--- config.mk ---
export PLATFORM = sky130hd
export DESIGN_NAME = rv_hazard_ctrl
export DESIGN_NICKNAME = d
export VERILOG_FILES = /design/src/rtl/rv_hazard_ctrl.sv
export SDC_FILE = /design/constraint.sdc
export NUM_CORES = 1
export LEC_CHECK = 0
export CORE_UTILIZATION = 32
export DETAILED_ROUTE_END_ITERATION = 12
export GPL_ROUTABILITY_DRIVEN = 0
export GPL_TIMING_DRIVEN = 0
export PLACE_DENSITY = 0.64
export SETUP_SLACK_MARGIN = 0.3
export SYNTH_ARGS = -nofsm -noshare
export SYNTH_HDL_FRONTEND = slang
export SYNTH_SLANG_ARGS = --single-unit
--- constraint.sdc ---
create_clock -name clk -period 6.7 [get_ports clk]
set_clock_uncertainty 0.1 [all_clocks]
set_input_delay 1.675 -clock clk [delete_from_list [all_inputs] [get_ports clk]]
set_output_delay 1.675 -clock clk [all_outputs]
set_load 0.03 [all_outputs]
--- src/rtl/rv_hazard_ctrl.sv ---
// Pipeline hazard unit: load-use and mul/div interlocks, branch flush priority, stall counter.
// Stall/flush outputs are combinational (0 cycles); mdu_done is registered, max(mdu_lat,1) cycles after issue.
module rv_hazard_ctrl (
    input  logic        clk,
    input  logic        rst_n,
    input  logic [4:0]  rsD1,
    input  logic [4:0]  rsD2,
    input  logic [4:0]  rdE,
    input  logic        mem_readE,
    input  logic        mdu_reqD,
    input  logic        mdu_startE,
    input  logic [3:0]  mdu_lat,
    input  logic        branch_takenE,
    output logic        stallF,
    output logic        stallD,
    output logic        flushD,
    output logic        flushE,
    output logic        mdu_busy,
    output logic        mdu_done,
    output logic [15:0] stall_cnt
);

    typedef enum logic {IDLE, MDU_BUSY} state_t;

    state_t      state_q, state_d;
    logic [3:0]  cnt_q, cnt_d;
    logic [4:0]  mdu_rd_q, mdu_rd_d;
    logic        done_q, done_d;
    logic [15:0] stall_cnt_q, stall_cnt_d;

    logic load_hz;
    logic mdu_hz;

    always_comb begin
        load_hz = mem_readE && (rdE != 5'd0) && ((rdE == rsD1) || (rdE == rsD2));
        mdu_hz  = (state_q == MDU_BUSY) &&
                  (((mdu_rd_q != 5'd0) && ((mdu_rd_q == rsD1) || (mdu_rd_q == rsD2))) || mdu_reqD);
    end

    // A taken branch squashes both younger stages, so it overrides any interlock.
    always_comb begin
        stallF = 1'b0;
        stallD = 1'b0;
        flushD = 1'b0;
        flushE = 1'b0;
        if (branch_takenE) begin
            flushD = 1'b1;
            flushE = 1'b1;
        end else if (load_hz || mdu_hz) begin
            stallF = 1'b1;
            stallD = 1'b1;
            flushE = 1'b1;
        end
    end

    always_comb begin
        state_d  = state_q;
        cnt_d    = cnt_q;
        mdu_rd_d = mdu_rd_q;
        done_d   = 1'b0;
        unique case (state_q)
            IDLE: begin
                if (mdu_startE) begin
                    cnt_d    = (mdu_lat == 4'd0) ? 4'd1 : mdu_lat;
                    mdu_rd_d = rdE;
                    state_d  = MDU_BUSY;
                end
            end
            MDU_BUSY: begin
                // New issues are ignored here; the in-flight op survives branch flushes.
                if (cnt_q <= 4'd1) begin
                    cnt_d   = 4'd0;
                    done_d  = 1'b1;
                    state_d = IDLE;
                end else begin
                    cnt_d = cnt_q - 4'd1;
                end
            end
            default: state_d = IDLE;
        endcase
    end

    always_comb begin
        stall_cnt_d = stall_cnt_q;
        if (stallD && (stall_cnt_q != 16'hFFFF)) begin
            stall_cnt_d = stall_cnt_q + 16'd1;
        end
    end

    always_ff @(posedge clk or negedge rst_n) begin
        if (!rst_n) begin
            state_q     <= IDLE;
            cnt_q       <= 4'd0;
            mdu_rd_q    <= 5'd0;
            done_q      <= 1'b0;
            stall_cnt_q <= 16'd0;
        end else begin
            state_q     <= state_d;
            cnt_q       <= cnt_d;
            mdu_rd_q    <= mdu_rd_d;
            done_q      <= done_d;
            stall_cnt_q <= stall_cnt_d;
        end
    end

    assign mdu_busy  = (state_q == MDU_BUSY);
    assign mdu_done  = done_q;
    assign stall_cnt = stall_cnt_q;

endmodule

* Word-level counts from Yosys, hierarchy flattened
Cells that the tools add are included.
Word-level totals: input bits 25, output and inout bits 22, register bits after elaboration 27, logic and storage cells 41
Operators by class: eq/ne operators 6, order comparisons 1, reductions and logical operators 13, mux-type cells 13, bitwise logic cells 1, $add $sub $neg 2
Operators with widths (number):
- 5-bit == test | 4
- 16-bit by 1-bit adder with 16-bit output, second input constant | 1
- 16-bit != test, second input constant | 1
- 4-bit 2-to-1 mux | 3
- 5-bit nonzero test | 2
- 1-bit 2-to-1 mux | 8
- 4-bit one-hot mux with 2 select lines | 1
- 1-bit logical AND | 5
- 4-bit by 1-bit <= comparator with 1-bit output, second input constant | 1
- 4-bit logical NOT | 1
- 1-bit logical OR | 4
- 4-bit by 1-bit subtractor with 4-bit output, second input constant | 1
- 2-bit != test, second input constant | 1
- 1-bit one-hot mux with 2 select lines | 1
- 2-bit AND reduction | 1
- 1-bit inverter | 1

* Depth between registers and ports, before layout
word-level depth 9, gate-level depth with buffers 9, mapped depth without buffers 8

* Worst setup path before layout
Ideal clock, no wire load.
path kind input -> output, start point input port rsD1[4], end point output port stallF, data arrival time 3.179 ns, data required time 4.925 ns, setup slack 1.746 ns, cell stages on the path 7, cell sequence xnor2_1 > nand3_1 > nor4_1 > o31ai_2 > and2_4 > nor2_1 > buf_4
Between the ends: cells in the longest elaborated chain, start to end 8
RTL lines:
- from (decl) | RTL line 6 | input logic [4:0] rsD1,
- 5-bit == test | RTL line 37 | (((mdu_rd_q != 5'd0) && ((mdu_rd_q == rsD1) || (mdu_rd_q == rsD2))) || mdu_reqD);
- 1-bit logical OR | RTL line 37
- 1-bit logical AND | RTL line 37
- 1-bit logical OR | RTL line 37
- 1-bit logical AND | RTL line 36 | mdu_hz = (state_q == MDU_BUSY) &&
- 1-bit logical OR * | RTL line 49 | end else if (load_hz || mdu_hz) begin
- 1-bit 2-to-1 mux * (2 in series)
- to (decl) | RTL line 14 | output logic stallF,
Every way passes the cells marked *; elsewhere a longest branch is shown, timed or not.

* Worst setup path after layout
start point input port rdE[1], end point output port flushE
Between the ends: cells in the longest elaborated chain, start to end 6
RTL lines:
- from (decl) | RTL line 8 | input logic [4:0] rdE,
- 5-bit == test / 5-bit nonzero test (equally long branches) | RTL line 35 | load_hz = mem_readE && (rdE != 5'd0) && ((rdE == rsD1) || (rdE == rsD2));
- 1-bit logical OR / 1-bit logical AND (equally long branches) | RTL line 35
- 1-bit logical AND * | RTL line 35
- 1-bit logical OR * | RTL line 49
- 1-bit 2-to-1 mux * | RTL line 49
- 1-bit 2-to-1 mux * | RTL line 46 | if (branch_takenE) begin
- to (decl) | RTL line 17 | output logic flushE,
Marks and branches as above.

==> reports/metrics.yaml <==
global_route:
  grt_use_total: 0.1354
  overflow: 0
  antenna_found_initial: 0
  grt_pass1_wl_mm: 5.499
  grt_max_degree: 28
  grt_pass1_vias: 1208
finish:
  regArea_um2: 675.6
  multi_input_area_um2: 818.3
  drive_gt1_frac: 0.1050
  stdcell_count: 254
  final_nets: 229
  nFillCells: 471
  diodes: 0
  syn_to_final_growth_pct: 36.71
logic_synthesis:
  synth.avg_cell_area_um2: 10.38
  synth_area_leaders: "dfrtp_1 (43%), xnor2_1 (13%), xor2_1 (5.1%), mux2_2 (4.3%), nand3_1 (3.5%)"
  synthesis.nets: 178
  netlist_area_um2: 1558
  yosysTopAreaCell: "dfrtp_1"
  syn_inst: 150
  ys_seq_elements: 27
  ys_types: 37
  ys_warn_count: 0
  ys_seq_area_frac: 0.4337
  synth_top_area_share: 0.4337
outcome:
  status: "finished, final reports clean"
drt:
  post_drt_wl_per_cell_um: 12.26
  antenna_left: 0
  vias: 1250
  wirelength_mm: 3.115
  routed_via_density: 4.921
  drt_iter0_drc: 16
  dr.pass1.iters: 4
  drc: 0
clocking:
  clockBufferDepth: 2
  cts_sinks: 27
  cts_tree: "built"
  clk-insertion-delay-late_ps: 280
  cts-htree-levels: 1
  post_cts_buffers: 0
  cts_buffers: 3
  post_cts_resized: 0
  clk_pin_slew_worst_paths_ps: 90
  ctsHoldBuffers: 0
  clockRootBuffer: "clkbuf_8"
setup_path:
  r2r_slack_ps: 4440
  rr_endpoint: "stall_cnt[15]"
  r2r_cells: 7
  worstSetupPathType: "input port to primary output"
  worstPathRequired_ps: 4930
  worstPathArrival_ps: 4200
  end_kind: "primary output"
  r2r_start: "mdu_rd_q[1]"
  start_kind: "input port"
  cp_max_fo: 4
power:
  vdd_drop_max_uv: 132.9
  p_per_area_nw_per_um2: 316.0
  p_switching_uw: 263.3
  p_comb_frac: 0.457
  finalPower_uw: 673.0
  p_int_uw: 409.8
  switching_share: 0.3912
  leakage_uw: 0.0008546
  seq_power_share: 0.400
  power.share.clock: 0.143
flow_run:
  cap_violations: 0
floorplanning:
  ioPinCount: 47
  core_area_um2: 4692
  die_h_um: 71.77
  dieArea_um2: 5151
  initial_utilization: 0.3320
  rows: 25
  die_x_um: 71.77
timing:
  max_freq_mhz: 167.3
  layout_min_cycle_time_ps: 5976
  worst_slew_pin_slew_ps: 606.8
  tns_ps: 0
  max_slew_margin: 0.5954
  drv_slew: 0
  setup-violations-final: 0
  finalHoldViolCount: 0
  rsz0062_at_grt: "false"
  finalCritPeriodShare: 0.8919
min_path:
  hold_end: "stall_cnt[10]"
  whs_path_depth: 1
  worst_hold_path_type: "flip-flop to flip-flop"
  min_from: "stall_cnt[10]"
placement:
  dp_cells: 250
  hpwl_mm: 2.445
  io_buffers: 46
flip-flops by register name, summed over array words and instances, names as in the netlist:
signal / cells
mdu_busy: 1
cnt_q: 4
stall_cnt: 16
mdu_rd_q: 5
mdu_done: 1
logic make-up after synthesis:
group	Yosys count	synth area share
flops	27	0.4337
fa+ha+maj	3	0.02410
mux	10	0.07068
xor+xnor	33	0.1855
simple gates	53	0.1848
compound gates	13	0.06025
buf+inv	11	0.04096
metrics by stage:
step | utilization | area [um^2] | setup WS [ps] | hold slack [ps]
3_3_place_gp | 0.4445 | 2086 | 732.5 | 390.4
6_report | 0.4539 | 2130 | 724.2 | 402.9
2_1_floorplan | - | 1558 | 1746 | 358.7
3_5_place_dp | 0.4445 | 2086 | 709.2 | 387.4
5_1_grt | 0.4539 | 2130 | 648.0 | 437.3
4_1_cts | 0.4549 | 2135 | 712.7 | 404.0
power by group through the flow:
| stage | logic (uW) | clock network, uW | registers, uW |
|---|---|---|---|
| floorplan | 170 | 0 | 302 |
| global placement | 305 | 0 | 273 |
| detailed placement | 310 | 0 | 274 |
| CTS | 312 | 102 | 271 |
| global route | 342 | 108 | 280 |
| finish | 308 | 95.9 | 269 |
area by class of cell:
class / instances / share of cell area
multi-input combinational: 112 / 0.3843
sequential: 27 / 0.3173
timing repair buffer: 46 / 0.2139
tap: 54 / 0.03173
clock buffer: 3 / 0.01939
buffer: 5 / 0.01939
inverter: 6 / 0.01058
clock inverter: 1 / 0.003525
layout by cell type, fill, tap and decap left out, drive strengths merged:
cell	count
buf	5
ha	3
o31ai	1
nand2	9
nand4b	1
a21oi	1
o211ai	1
or4	2
a21o	1
clkinvlp	1
xor2	9
clkdlybuf4s50	45
o21bai	1
nor2	6
nand3	11
clkbuf	4
nor3b	1
mux2i	2
inv	6
nor4	2
nand4	7
nor3	6
o221ai	2
and3	3
dfrtp	27
o22ai	2
mux2	8
and2	2
xnor2	24
o21ai	4
nor2b	1
nand2b	1
or2b	1
routing by layer:
layer	vias to the layer above	routed length [um]	GRT usage
li1	625	-	-
met1	585	1439	0.1768
met2	36	1519	0.2243
met3	4	128	0.03094
met4	0	28	0.03922
met5	-	0	0
worst max path at each step:
stage,from,to,slack (ps)
2_1_floorplan,rsD1[4],stallF,1750
4_1_cts,rdE[1],flushE,710
3_3_place_gp,rdE[1],flushE,730
3_5_place_dp,rdE[1],flushE,710
6_report,rdE[1],flushE,720
5_1_grt,rdE[1],flushE,650
cells in the mapped netlist, drive strengths merged:
master  instances
o22ai           2
nor3            6
nor4            2
a21oi           1
xor2            9
o211ai          1
or2b            1
nor2b           1
nand3          11
nand4b          1
o21ai           4
o21bai          1
nand2b          1
o31ai           1
and3            3
inv             6
and2            2
mux2            8
or4             2
mux2i           2
nand4           7
nor3b           1
a21o            1
nand2           9
xnor2          24
o221ai          2
buf             4
dfrtp          27
ha              3
clkbuf          1
nor2            6
worst max-delay path, stage by stage:
cell             delay [ps]
clkdlybuf4s50_1         500
or4_2                   680
o221ai_1                310
and2_4                  230
or2b_1                  220
clkdlybuf4s50_1         590
Note: power is estimated with default switching activity, not from simulation.
